`src/rtl/pipe_pkg.sv`:
```
// Shared pipeline control definitions.
//   FWD_DX/FWD_XM/FWD_MW : X-stage operand source select encodings
//   REG_ZERO             : hardwired-zero register address
//   stage_t              : shadow copy of one stage's register fields
// Register fields are stored at MAX_REG_W bits so the struct can live here while the
// controller keeps REG_W as a parameter; narrower addresses are zero-extended on entry.
package pipe_pkg;

    localparam logic [1:0] FWD_DX = 2'd0;
    localparam logic [1:0] FWD_XM = 2'd1;
    localparam logic [1:0] FWD_MW = 2'd2;

    localparam int unsigned MAX_REG_W = 8;

    localparam logic [MAX_REG_W-1:0] REG_ZERO = '0;

    typedef struct packed {
        logic [MAX_REG_W-1:0] rd;
        logic                 wen;
        logic                 is_load;
        logic [MAX_REG_W-1:0] rs_a;
        logic                 use_a;
        logic [MAX_REG_W-1:0] rs_b;
        logic                 use_b;
    } stage_t;

    localparam stage_t STAGE_BUBBLE = '0;

    // A source depends on rd only if it is really read and is not r0.
    function automatic logic src_hit(input logic                 use_src,
                                     input logic [MAX_REG_W-1:0] src,
                                     input logic [MAX_REG_W-1:0] rd);
        return use_src && (src != REG_ZERO) && (src == rd);
    endfunction

endpackage

```
`src/rtl/md_tracker.sv`:
```
// Tracks the single in-flight multi-cycle mult/div operation.
//   clock, reset  : clock, synchronous active-high reset
//   start_req     : md instruction issues from D this cycle
//   start_rd      : its destination register
//   w_wen         : shadow W stage writes the regfile this cycle
//   md_start      : one-cycle start pulse (instruction is in X)
//   md_capture    : result valid, datapath latches it
//   md_hold       : latched result waiting for a free writeback slot
//   md_wb_valid   : regfile write port takes the held result
//   md_busy       : op in flight or result held
//   md_rd         : destination of the tracked op
module md_tracker import pipe_pkg::*; #(
    parameter int unsigned REG_W      = 5,
    parameter int unsigned MD_LATENCY = 32
) (
    input  logic             clock,
    input  logic             reset,
    input  logic             start_req,
    input  logic [REG_W-1:0] start_rd,
    input  logic             w_wen,
    output logic             md_start,
    output logic             md_capture,
    output logic             md_hold,
    output logic             md_wb_valid,
    output logic             md_busy,
    output logic [REG_W-1:0] md_rd
);

    localparam int unsigned CNT_W = $clog2(MD_LATENCY + 1);

    logic [CNT_W-1:0] cnt_q;
    logic             start_q;
    logic             hold_q;
    logic [REG_W-1:0] rd_q;

    // Counter loads on the start cycle and counts down; capture fires when it reads 1,
    // which lands exactly MD_LATENCY cycles after md_start.
    always_ff @(posedge clock) begin
        if (reset) begin
            cnt_q   <= '0;
            start_q <= 1'b0;
            hold_q  <= 1'b0;
            rd_q    <= '0;
        end else begin
            start_q <= start_req;
            if (start_req) begin
                rd_q <= start_rd;
            end
            if (start_q) begin
                cnt_q <= CNT_W'(MD_LATENCY);
            end else if (cnt_q != '0) begin
                cnt_q <= cnt_q - CNT_W'(1);
            end
            if (md_capture) begin
                hold_q <= 1'b1;
            end else if (md_wb_valid) begin
                hold_q <= 1'b0;
            end
        end
    end

    assign md_start    = start_q;
    assign md_capture  = (cnt_q == CNT_W'(1));
    assign md_hold     = hold_q;
    // The normal W path owns the write port; the held result takes the first idle slot.
    assign md_wb_valid = hold_q & ~w_wen;
    assign md_busy     = start_q | (cnt_q != '0) | hold_q;
    assign md_rd       = rd_q;

endmodule

```
`src/rtl/hazard_scoreboard.sv`:
```
// Hazard, interlock and bypass controller for the 5-stage pipeline.
//   clock, reset            : clock, synchronous active-high reset
//   d_*                     : decoded fields of the instruction in D
//   flush                   : taken branch/jump resolved in X
//   stall / issue           : hold PC+FD with a DX bubble / D enters X at next edge
//   fwd_sel_a, fwd_sel_b    : X-stage operand source (DX, XM result, MW writeback)
//   md_start .. md_wb_rd    : multdiv start/capture/writeback steering
module hazard_scoreboard import pipe_pkg::*; #(
    parameter int unsigned REG_W      = 5,
    parameter int unsigned MD_LATENCY = 32
) (
    input  logic             clock,
    input  logic             reset,
    input  logic             d_valid,
    input  logic [REG_W-1:0] d_rs_a,
    input  logic [REG_W-1:0] d_rs_b,
    input  logic             d_use_a,
    input  logic             d_use_b,
    input  logic [REG_W-1:0] d_rd,
    input  logic             d_wen,
    input  logic             d_is_load,
    input  logic             d_is_md,
    input  logic             flush,
    output logic             stall,
    output logic             issue,
    output logic [1:0]       fwd_sel_a,
    output logic [1:0]       fwd_sel_b,
    output logic             md_start,
    output logic             md_busy,
    output logic [REG_W-1:0] md_rd,
    output logic             md_capture,
    output logic             md_wb_valid,
    output logic [REG_W-1:0] md_wb_rd
);

    typedef logic [MAX_REG_W-1:0] reg_t;

    stage_t d_stage;
    stage_t x_q, m_q, w_q;
    logic   md_hold;
    logic   load_use, md_raw, md_waw, md_struct, hazard;
    reg_t   md_rd_ext;

    // md results go through the hold path, so the shadow copy never claims the W write.
    always_comb begin
        d_stage         = STAGE_BUBBLE;
        d_stage.rd      = reg_t'(d_rd);
        d_stage.wen     = d_wen & ~d_is_md;
        d_stage.is_load = d_is_load;
        d_stage.rs_a    = reg_t'(d_rs_a);
        d_stage.use_a   = d_use_a;
        d_stage.rs_b    = reg_t'(d_rs_b);
        d_stage.use_b   = d_use_b;
    end

    always_ff @(posedge clock) begin
        if (reset) begin
            x_q <= STAGE_BUBBLE;
            m_q <= STAGE_BUBBLE;
            w_q <= STAGE_BUBBLE;
        end else begin
            x_q <= issue ? d_stage : STAGE_BUBBLE;
            m_q <= x_q;
            w_q <= m_q;
        end
    end

    md_tracker #(
        .REG_W      (REG_W),
        .MD_LATENCY (MD_LATENCY)
    ) u_md_tracker (
        .clock       (clock),
        .reset       (reset),
        .start_req   (issue & d_is_md),
        .start_rd    (d_rd),
        .w_wen       (w_q.wen),
        .md_start    (md_start),
        .md_capture  (md_capture),
        .md_hold     (md_hold),
        .md_wb_valid (md_wb_valid),
        .md_busy     (md_busy),
        .md_rd       (md_rd)
    );

    assign md_wb_rd  = md_rd;
    assign md_rd_ext = reg_t'(md_rd);

    always_comb begin
        load_use  = x_q.is_load & x_q.wen & (x_q.rd != REG_ZERO) &
                    (src_hit(d_use_a, d_stage.rs_a, x_q.rd) |
                     src_hit(d_use_b, d_stage.rs_b, x_q.rd));
        md_raw    = md_busy & (md_rd_ext != REG_ZERO) &
                    (src_hit(d_use_a, d_stage.rs_a, md_rd_ext) |
                     src_hit(d_use_b, d_stage.rs_b, md_rd_ext));
        md_waw    = md_busy & d_wen & (md_rd_ext != REG_ZERO) & (d_stage.rd == md_rd_ext);
        md_struct = d_is_md & md_busy;
        hazard    = load_use | md_raw | md_waw | md_struct | md_hold;
    end

    // Flush wins over any hazard so the PC can take the branch target.
    assign stall = d_valid & hazard & ~flush;
    assign issue = d_valid & ~stall & ~flush;

    function automatic logic [1:0] bypass(input reg_t src, input stage_t m, input stage_t w);
        if (m.wen && (m.rd != REG_ZERO) && (m.rd == src)) begin
            return FWD_XM;
        end else if (w.wen && (w.rd != REG_ZERO) && (w.rd == src)) begin
            return FWD_MW;
        end
        return FWD_DX;
    endfunction

    assign fwd_sel_a = bypass(x_q.rs_a, m_q, w_q);
    assign fwd_sel_b = bypass(x_q.rs_b, m_q, w_q);

    // Shadow fields kept for visibility but not needed by the control equations.
    logic unused_shadow;
    assign unused_shadow = ^{x_q.use_a, x_q.use_b,
                             m_q.is_load, m_q.rs_a, m_q.use_a, m_q.rs_b, m_q.use_b,
                             w_q.is_load, w_q.rs_a, w_q.use_a, w_q.rs_b, w_q.use_b};

endmodule

```
`config.mk`:
```
export PLATFORM = sky130hd
export DESIGN_NAME = hazard_scoreboard
export DESIGN_NICKNAME = d
export VERILOG_FILES = /design/src/rtl/pipe_pkg.sv /design/src/rtl/md_tracker.sv /design/src/rtl/hazard_scoreboard.sv
export SDC_FILE = /design/constraint.sdc
export NUM_CORES = 1
export LEC_CHECK = 0
export ABC_AREA = 1
export BUFFER_PORTS_ARGS = -buffer_cell sky130_fd_sc_hd__buf_4
export CAP_MARGIN = 20
export CORE_ASPECT_RATIO = 0.6
export CORE_MARGIN = 3
export CORE_UTILIZATION = 50
export DETAILED_ROUTE_END_ITERATION = 8
export PLACE_DENSITY_LB_ADDON = 0.2
export SLEW_MARGIN = 40
export SYNTH_ARGS = -nofsm -noshare
export SYNTH_HDL_FRONTEND = slang
export SYNTH_SLANG_ARGS = --single-unit
export TNS_END_PERCENT = 1
```
`constraint.sdc`:
```
create_clock -name clock -period 5 [get_ports clock]
set_clock_uncertainty 0.2 [all_clocks]
set_input_delay 1 -clock clock [delete_from_list [all_inputs] [get_ports clock]]
set_output_delay 1 -clock clock [all_outputs]
set_load 0.005 [all_outputs]
```
After elaboration in Yosys (flattened, before gate mapping)
Index checks and enable logic that the tools add are counted.
- register bits after elaboration: 57
- bits of input ports: 24
- output and inout bits: 20
- word-level logic and storage cells: 94
- $add $sub $neg: 1
- equality and inequality tests: 10
- mux-type cells: 14
- bitwise operators: 29
- reduce and logical (&&, ||, !) cells: 23
- operator list (cell ; count):
    nonzero test 8 bit ; 6
    equality test 8 bit ; 4
    bitwise AND 1 bit ; 16
    equality test 5 x 8 -> 1 bit ; 2
    equality test 5 bit ; 3
    logical AND 1 bit ; 12
    2-to-1 mux 2 bit ; 6
    2-to-1 mux 6 bit ; 2
    bitwise OR 1 bit ; 8
    equality test 6 x 1 -> 1 bit (second input constant) ; 1
    2-to-1 mux 1 bit ; 6
    nonzero test 6 bit ; 1
    subtractor 6 x 1 -> 6 bit (second input constant) ; 1
    inverter 1 bit ; 5
    nonzero test 2 bit ; 2
    OR reduction 2 bit ; 2

Logic depth before layout (Yosys ltp)
- word-level depth: 16
- mapped depth: 12
- gate-level depth less buffers: 12

By module
From an unflattened synthesis, not the netlist that was laid out.
- cell total of the unflattened synthesis: 300
- area, all modules: 2217.1 µm²
- modules (own cells, without submodules) (module ; times used ; cells an instance ; area an instance (µm²) ; sequential area each (µm²)):
    hazard_scoreboard ; 1 ; 227 ; 1637.8 ; 580.6
    md_tracker ; 1 ; 73 ; 579.3 ; 260.2

Worst setup path after synthesis
No wires, ideal clock.
- path type: input -> output
- from: input port d_rs_a[2]
- to: output port issue
- arrival: 1734 ps
- required time: 3800 ps
- setup slack: 2066 ps
- stages: 8
- path buffers: 0
- cell sequence: nor2_1 -> nand3_1 -> nand2_1 -> inv_1 -> nand3_1 -> nand2_1 -> a21oi_2 -> and3_4
- longest elaborated chain between the ends: 14
- elaborated cells on any way between the ends: 19
- classes of those cells: 2 x eq/ne; 13 x bitwise; 4 x reduce/logical
- RTL lines (element ; line ; source):
    start: declaration ; hazard_scoreboard.sv:15 ; input logic [REG_W-1:0] d_rs_a,
    nonzero test 8 bit ; pipe_pkg.sv:33 ; return use_src && (src != REG_ZERO) && (src == rd);
    logical AND 1 bit (2 in a row) ; pipe_pkg.sv:33 ;
    bitwise OR 1 bit, on equally long branches ; hazard_scoreboard.sv:90, hazard_scoreboard.sv:93 ;
    bitwise AND 1 bit, on equally long branches ; hazard_scoreboard.sv:89, hazard_scoreboard.sv:92 ;
    bitwise OR 1 bit (*) (4 in a row) ; hazard_scoreboard.sv:97 ; hazard = load_use | md_raw | md_waw | md_struct | md_hold;
    bitwise AND 1 bit (*) (2 in a row) ; hazard_scoreboard.sv:101 ; assign stall = d_valid & hazard & ~flush;
    inverter 1 bit (*) ; hazard_scoreboard.sv:102 ; assign issue = d_valid & ~stall & ~flush;
    bitwise AND 1 bit (*) (2 in a row) ; hazard_scoreboard.sv:102 ;
    end: declaration ; hazard_scoreboard.sv:25 ; output logic issue,
Every way passes the cells marked *; elsewhere a longest branch is shown, timed or not.

Worst setup path after layout
- from: input port d_rs_b[0]
- to: output port issue
- longest elaborated chain between the ends: 14
- elaborated cells on any way between the ends: 19
- classes of those cells: 2 x eq/ne; 13 x bitwise; 4 x reduce/logical
- RTL lines (element ; line ; source):
    start: declaration ; hazard_scoreboard.sv:16 ; input logic [REG_W-1:0] d_rs_b,
    nonzero test 8 bit ; pipe_pkg.sv:33 ;
    logical AND 1 bit (2 in a row) ; pipe_pkg.sv:33 ;
    bitwise OR 1 bit, on equally long branches ; hazard_scoreboard.sv:90, hazard_scoreboard.sv:93 ;
    bitwise AND 1 bit, on equally long branches ; hazard_scoreboard.sv:89, hazard_scoreboard.sv:92 ;
    bitwise OR 1 bit (*) (4 in a row) ; hazard_scoreboard.sv:97 ;
    bitwise AND 1 bit (*) (2 in a row) ; hazard_scoreboard.sv:101 ;
    inverter 1 bit (*) ; hazard_scoreboard.sv:102 ;
    bitwise AND 1 bit (*) (2 in a row) ; hazard_scoreboard.sv:102 ;
Marks and branches as above.

==> metrics <==
status=finished, final reports clean; R2R Path Start=u_md_tracker.cnt_q[0]$_SDFFE_PP0P_; Tmin final=3350 ps; Sw Pwr=304 µW; Rows=18; Routed wire per std cell=12.4 µm; largest net degree at the start of global routing=19; final period utilization=0.670; beginning of the worst hold path=m_q[19]$_SDFF_PP0_; Post-Syn Nets=318; average cell area after synthesis=7.60 µm²; CTS H-tree lvls=2; via total after detailed routing=1827; WP data arrival=2150 ps; actual transition at the worst max-transition pin=426 ps; sequential fraction of design power=0.455; maximum vdd drop=0.000130 V; crit start category=input port; Max Transition Viols Final=0; part of the power in the clock network=0.245; Internal Dissipation=588 µW; Clock Tree Buf Depth=2; GRT overflow=0; share of flip-flops with an asynchronous set or reset after synthesis=0; total setup buffers inserted after CTS=0; final hold vios=0; unique cell type count in the Yosys netlist=31; sw frac=0.341; relative contribution of combinational cells to total power=0.300; instance count of the mapped netlist=291; RSZ-0062 raised after global routing=no; required time of the critical path=3800 ps; Ys Warns=0; fraction of the yosys area taken by sequential cells=0.380; total routing resource utilization after global routing=0.200; Post-Synthesis Cell Area=2210 µm²; initial antenna violation count=0; first-pass GRT wire length=8.18 mm; buffers added on ports=43; flip-flop cell with the highest count after synthesis=dfxtp_1; die outline area=5280 µm²; Die W=91.8 µm; leading cell types in the layout, fill and taps excluded=nor2_1 (52), nand2_1 (45), buf_4 (43); core region area=4190 µm²; cell at the root of the clock tree=clkbuf_8; endpoint type of the worst setup path=output port; most common library cell in the layout ignoring fill and taps=nor2_1; TritonCTS clock tree=built; layout-stage area growth over the synthesis result=19.3%; layout filler cell count=403; final setup violating endpoints=0; Total Wirelength=4.89 mm; vias per cell=4.64; count of inserted antenna diode cells=0; number of storage elements in the synthesis netlist=42; pwr dens=338 nW/µm²; clock insertion delay at the later pin of the skew report=300 ps; Detail Route Antenna Nets=0; placed insts=386; Max-cap violations=0; weighted congestion reported at the end of routability-driven placement=0.914; Ports=44; post_cts resized=0; Hold Path Depth=2; final net count=360; DRC violation count after routing=0; fmax=0.299 GHz; highest fanout seen on the critical path=4; die span in y=57.5 µm; WS Path Type=in2out; EDFF count, synth=0; worst slack after detailed placement=1670 ps; number of buffers created by CTS=5; TNS Setup=0 ps; clock transition at the register clock pins on the worst setup and hold paths after CTS=80 ps; layout cell share with drive strength beyond 1=0.216; post-route non-filler standard cell count=394; R2R cell count=9; starting density of the core=0.528; HPWL after detailed placement=3.92 mm; type of the worst min-delay path=reg2reg; DR pass1 iterations=4; count of routing violations after the opening detailed-route iteration=92; total number of clock tree sinks=42; hold-fix buffer count after cts=0; Worst setup startpoint=d_rs_b[0]; slack of the critical path=1650 ps; vias in the first global route=1699; leakage power=1.33 nW; Rel. slew slack=0.714
==> layer usage <==
layer	part of all wire	vias up	global-route usage
li1	-	971	-
met1	0.50	803	0.281
met2	0.42	48	0.290
met3	0.071	5	0.0540
met4	0.013	0	0.0825
met5	0	-	0
==> synthesized netlist by cell type, types with 2 or more instances <==
library cell / instances / area, µm²
a21oi_1: 7 / 35.0
inv_1: 41 / 154
nor4_1: 4 / 25.0
ha_1: 3 / 37.5
dfxtp_1: 42 / 841
nand4_1: 4 / 25.0
xnor2_1: 17 / 149
nor2_1: 52 / 195
o21ai_0: 7 / 35.0
nand2_1: 45 / 169
xor2_1: 20 / 175
nor2_4: 7 / 78.8
inv_2: 3 / 11.3
buf_4: 5 / 37.5
nor3_1: 2 / 10.0
nand3_1: 13 / 65.1
nor2_2: 5 / 31.3
==> cells by family after synthesis <==
| family | Yosys count | synth area share |
|---|---|---|
| buf+inv | 52 | 0.102 |
| xor+xnor | 37 | 0.147 |
| flops | 42 | 0.380 |
| fa+ha+maj | 3 | 0.0170 |
| compound gates | 18 | 0.0447 |
| simple gates | 139 | 0.309 |
==> area by class of cell <==
class | instances | area [µm²] | area share
Clock buffer | 5 | 68.8 | 0.0261
Clock inverter | 3 | 21.3 | 0.00806
Timing Repair Buffer | 43 | 323 | 0.122
Sequential cell | 42 | 841 | 0.319
Inverter | 44 | 165 | 0.0626
Tap cell | 60 | 75.1 | 0.0285
Multi-Input combinational cell | 197 | 1140 | 0.434
==> worst max-delay path, stage by stage <==
cell and delay [ps]:
buf_4 130, nor2_1 140, nand3_1 80, nand2_1 80, nor2_1 60, nand2_1 50, nand2_1 80, a21oi_2 190
and3_4 230, buf_4 110
==> flip-flops by register name, indices dropped and copies added, names as in the netlist <==
register and count:
u_md_tracker.md_rd 5, m_q 6, u_md_tracker.md_hold 1, u_md_tracker.cnt_q 6, x_q 17, w_q 6
u_md_tracker.md_start 1
==> power by group through the flow <==
| stage | sequential [mW] | combinational [mW] | clock [mW] |
|---|---|---|---|
| finish | 0.406 | 0.267 | 0.219 |
| CTS | 0.406 | 0.269 | 0.224 |
| global route | 0.412 | 0.299 | 0.242 |
| global placement | 0.414 | 0.263 | 0 |
| floorplan | 0.404 | 0.194 | 0 |
| detailed placement | 0.414 | 0.268 | 0 |
==> stage by stage <==
stage | utilization | power (mW) | cell area (µm²) | hold slack [ps]
6_report | 0.630 | 0.892 | 2640 | 223
5_1_grt | 0.630 | 0.953 | 2640 | 258
4_1_cts | 0.630 | 0.899 | 2640 | 229
3_5_place_dp | 0.608 | 0.682 | 2550 | 220
3_3_place_gp | 0.608 | 0.676 | 2550 | 212
2_1_floorplan | - | 0.597 | 2210 | 200
==> worst paths after layout <==
kind	slack [ps]	to
setup / recovery	1650	issue
hold / removal	220	w_q[19]$_SDFF_PP0_
setup reg to reg	2860	x_q[4]$_SDFF_PP0_
hold reg to reg	220	w_q[19]$_SDFF_PP0_
Power figures use the tool's default switching activity.
